## src/rtl/fetch_unit.sv

```systemverilog
// Instruction fetch stage: owns the PC, absorbs the one-cycle ROM read latency
// through a skid buffer, and handles branch redirects, halt and retire counting.
module fetch_unit #(
  parameter logic [15:0] RESET_PC    = 16'h0000,
  parameter logic [3:0]  HALT_OPCODE = 4'hF
) (
  input  logic        clk,
  input  logic        rst,
  output logic [15:0] rom_addr,
  input  logic [23:0] rom_data,
  input  logic        stall,
  input  logic        redirect_valid,
  input  logic [15:0] redirect_target,
  output logic [23:0] instr_out,
  output logic [15:0] instr_pc,
  output logic        instr_valid,
  output logic        halted,
  output logic [15:0] retired_count
);

  typedef enum logic {RUN, HALT} state_e;

  state_e      state_q, state_d;
  logic [15:0] pc_q, pc_d;
  logic [15:0] f_pc_q, f_pc_d;
  logic        f_v_q, f_v_d;
  logic [23:0] hold_instr_q, hold_instr_d;
  logic [15:0] hold_pc_q, hold_pc_d;
  logic        hold_v_q, hold_v_d;
  logic [15:0] cnt_q, cnt_d;

  logic accept;
  logic halt_accept;

  always_comb begin
    instr_out   = hold_v_q ? hold_instr_q : rom_data;
    instr_pc    = hold_v_q ? hold_pc_q : f_pc_q;
    instr_valid = (hold_v_q | f_v_q) & (state_q == RUN) & ~redirect_valid;
    accept      = instr_valid & ~stall;
    halt_accept = accept & (instr_out[23:20] == HALT_OPCODE);
  end

  assign rom_addr      = pc_q;
  assign halted        = (state_q == HALT);
  assign retired_count = cnt_q;

  always_comb begin
    state_d      = state_q;
    pc_d         = pc_q;
    f_pc_d       = f_pc_q;
    f_v_d        = f_v_q;
    hold_instr_d = hold_instr_q;
    hold_pc_d    = hold_pc_q;
    hold_v_d     = hold_v_q;
    cnt_d        = cnt_q;

    if (state_q == RUN) begin
      if (redirect_valid) begin
        pc_d     = redirect_target;
        f_v_d    = 1'b0;
        hold_v_d = 1'b0;
      end else if (halt_accept) begin
        state_d  = HALT;
        f_v_d    = 1'b0;
        hold_v_d = 1'b0;
      end else if (stall) begin
        // Capture the live ROM word; the read issued this cycle is dropped and
        // re-issued later because pc is left pointing at it.
        if (!hold_v_q) begin
          if (f_v_q) begin
            hold_instr_d = rom_data;
            hold_pc_d    = f_pc_q;
            hold_v_d     = 1'b1;
          end
          f_v_d = 1'b0;
        end
      end else begin
        f_pc_d   = pc_q;
        f_v_d    = 1'b1;
        pc_d     = pc_q + 16'd1;
        hold_v_d = 1'b0;
      end

      if (accept && (cnt_q != '1)) begin
        cnt_d = cnt_q + 16'd1;
      end
    end
  end

  always_ff @(posedge clk or posedge rst) begin
    if (rst) begin
      state_q      <= RUN;
      pc_q         <= RESET_PC;
      f_pc_q       <= '0;
      f_v_q        <= 1'b0;
      hold_instr_q <= '0;
      hold_pc_q    <= '0;
      hold_v_q     <= 1'b0;
      cnt_q        <= '0;
    end else begin
      state_q      <= state_d;
      pc_q         <= pc_d;
      f_pc_q       <= f_pc_d;
      f_v_q        <= f_v_d;
      hold_instr_q <= hold_instr_d;
      hold_pc_q    <= hold_pc_d;
      hold_v_q     <= hold_v_d;
      cnt_q        <= cnt_d;
    end
  end

endmodule

```

## config.mk

```make
export PLATFORM = sky130hd
export DESIGN_NAME = fetch_unit
export DESIGN_NICKNAME = d
export VERILOG_FILES = /design/src/rtl/fetch_unit.sv
export SDC_FILE = /design/constraint.sdc
export NUM_CORES = 1
export LEC_CHECK = 0
export CAP_MARGIN = 20
export CORE_UTILIZATION = 29
export DETAILED_ROUTE_END_ITERATION = 8
export PLACE_DENSITY = 0.63
export SLEW_MARGIN = 10
export SYNTH_ARGS = -nofsm -noshare
export SYNTH_HDL_FRONTEND = slang
export SYNTH_SLANG_ARGS = --single-unit
```

## constraint.sdc

```tcl
create_clock -name clk -period 3.8 [get_ports clk]
set_input_delay 0.38 -clock clk [delete_from_list [all_inputs] [get_ports clk]]
set_output_delay 0.38 -clock clk [all_outputs]
set_load 0.02 [all_outputs]
```

==> flow_summary.toml <==
[clocking]
cts_tree = "done"
cts_setup_buffers = 0
root_buffer = "clkbuf_16"
clkLatencyLatePin_ns = 0.35
ctsResizeCount = 0
cts.sinks = 91
path_clk_slew_ns = 0.06
numCtsBuffers = 9
cts_max_level = 3
ctsHoldBuffers = 0
clk_path_buf_depth = 2

[power]
ir_drop_mv = 0.181
internal_power_mw = 1.54
clkPwrFrac_pct = 40.6
power_switching_mw = 0.479
combPwrFrac_pct = 10.3
p_sw_share_pct = 23.7
pwr-share-seq_pct = 49.1
power_density_nw_per_um2 = 326
leakagePower_nw = 2.70

[synth]
syn_avg_cell_area_um2 = 12.0
syn_nets = 425
synth-edff-count = 0
ys_seq_area_share_pct = 50.2
synth.ff_latch_count = 91
async_flop_share_pct = 100
synthFlopType = "dfrtp_1"
syn_area_um2 = 4530
ys_warn_count = 0
syn_inst = 379
synth_cell_types = 52

[timing]
min_period_over_period_pct = 71.9
worst_pin_slew_ns = 0.654
max_freq_mhz = 366
fin_crit_ns = 2.73
fin_ws_ns = 1.07
finalHoldViolations = 0
tns_ns = 0
slew_headroom_pct = 56.4
setup_viol = 0
maxSlewViolCount = 0
worst_clock_skew_ns = 0.00691
rsz0062_at_grt = "false"

[global_route]
busiest_layer = "met2"
antenna_found_initial = 0
use_met1_pct = 19.6
gr-usage-met2_pct = 25.0
grt_pass1_vias = 3583
grt_usage_pct = 15.4
grt_overflow = 0
grt_pass1_wl_mm = 19.2
grt_max_degree = 51
met3_usage_pct = 4.94

[detailed_routing]
wl_per_cell_um = 17.4
drcViolationCount = 0
num_vias = 3481
drtIter0Drc = 210
vias_per_cell = 5.05
totalWireLength_mm = 12.0
dr.pass1.iters = 4
ant_nets = 0

[die]
dieArea_um2 = 16100
initial_utilization_pct = 29.8
io_pins = 118
num_rows = 45
coreArea_um2 = 15200
fp.dieW_um = 127
fp.dieH_um = 127

[run]
maxCapViolCount = 0

[cells_and_area]
fin_util_pct = 40.7
fin_area_um2 = 6190
final_common_cell = "clkdlybuf4s50_1"
area_growth_syn_to_layout_pct = 36.7
diodes = 0
drive_gt1_share_pct = 23.8
final_net_count = 542
fillers = 1455
final_cell_mix = "clkdlybuf4s50_1, dfrtp_1, mux2_2"

[hold_path]
hold_path.class = "in2async"

[place]
post-place-ws_ns = 1.08
place_hpwl_mm = 8.34
portBuffers = 117
placed_cell_area_um2 = 5900
gp_congestion = 0.867

[setup_path]
crit_type = "in2out"
end_kind = "primary output"
crit_fanout = 12
worstPathRequired_ns = 3.42
cp.arrival_ns = 2.35
r2r_setup_slack_ns = 1.53
cp-start-kind = "primary input"

[outcome]
outcome = "finished clean"
worst paths after layout:
| check | start | endpoint | depth (start not counted) |
|---|---|---|---|
| max reg2reg | hold_v_q$_DFFE_PP0N_ | f_pc_q[12]$_DFFE_PP0P_ | 4 |
| min reg2reg | hold_instr_q[18]$_DFFE_PP0P_ | hold_instr_q[18]$_DFFE_PP0P_ | 1 |
| max | redirect_valid | instr_valid | 4 |
| max in group asynchronous | rst | f_pc_q[13]$_DFFE_PP0P_ | 3 |
| min | rst | hold_instr_q[10]$_DFFE_PP0P_ | 2 |
| min in group clk | hold_instr_q[18]$_DFFE_PP0P_ | hold_instr_q[18]$_DFFE_PP0P_ | 1 |
logic make-up after synthesis:
logic type	after synthesis	synth area share (%)
flip-flops	91	50.2
adder cells (fa/ha/maj)	2	0.552
XOR/XNOR	15	2.90
multiplexers	97	24.0
AND/OR/NAND/NOR	109	13.2
buffers and inverters	23	2.32
AO/OA/AOI/OAI	42	6.79
state kept, by name, summed over array words and instances, names as in the netlist:
register       flops
hold_pc_q         16
f_v_q              1
retired_count     16
hold_instr_q      24
f_pc_q            16
rom_addr          16
hold_v_q           1
halted             1
worst max-delay path, cell delays in order:
cell and delay (ns):
clkdlybuf4s50_1 0.66, or2_1 0.49, nor2_1 0.19, clkdlybuf4s50_1 0.62
stage by stage:
| step | total power [mW] | hold slack, ns | std cells |
|---|---|---|---|
| after floorplan | 1.10 | 0.452 | 379 |
| after global placement | 1.21 | 0.464 | 672 |
| after detailed placement | 1.22 | 0.476 | 672 |
| after CTS | 2.06 | 0.490 | 688 |
| after global routing | 2.11 | 0.507 | 689 |
| final | 2.02 | 0.488 | 689 |
power groups by stage:
stage	Clock (mW)	Combinational (mW)	Sequential, mW
6_report	0.820	0.208	0.992
5_1_grt	0.898	0.223	0.992
4_1_cts	0.855	0.204	0.997
3_5_place_dp	0	0.202	1.01
3_3_place_gp	0	0.200	1.01
2_1_floorplan	0	0.0902	1.01
area by class of cell:
cell class	count	area, um2	share of cell area (%)
clock buffer	11	243	3.92
clock inverter	5	28.8	0.465
inverter	6	25.0	0.404
multi-input combinational	265	2160	34.8
sequential	91	2280	36.8
tap	188	235	3.80
timing repair buffer	123	1230	19.8
Yosys cell counts, types with 2 or more instances:
| master | count | area, um2 |
|---|---|---|
| dfrtp_1 | 91 | 2280 |
| mux2_2 | 86 | 968 |
| clkbuf_1 | 5 | 18.8 |
| a22oi_1 | 7 | 52.6 |
| inv_1 | 5 | 18.8 |
| a21oi_1 | 5 | 25.0 |
| nand4_1 | 13 | 81.3 |
| buf_1 | 4 | 15.0 |
| buf_2 | 6 | 30.0 |
| o22ai_1 | 2 | 12.5 |
| mux2i_1 | 3 | 30.0 |
| ha_1 | 2 | 25.0 |
| o211ai_1 | 3 | 22.5 |
| mux2_1 | 8 | 90.1 |
| nor2_1 | 21 | 78.8 |
| and4_1 | 5 | 43.8 |
| xor2_1 | 2 | 17.5 |
| nor4_1 | 3 | 18.8 |
| xnor2_1 | 13 | 114 |
| nor3_1 | 3 | 15.0 |
| or4_1 | 2 | 15.0 |
| or2_1 | 3 | 18.8 |
| a31oi_1 | 5 | 31.3 |
| and3_1 | 4 | 25.0 |
| nand2_1 | 24 | 90.1 |
| o21ai_0 | 8 | 40.0 |
| nand3_1 | 19 | 95.1 |
| or3_1 | 3 | 18.8 |
per-layer routing:
layer | share of wire [%] | routed length [um] | vias up
li1 | - | - | 1634
met1 | 45 | 5430 | 1707
met2 | 47 | 5620 | 127
met3 | 6.6 | 796 | 13
met4 | 1.4 | 167 | 0
met5 | 0 | 0 | -
Power figures use the tool's default switching activity.
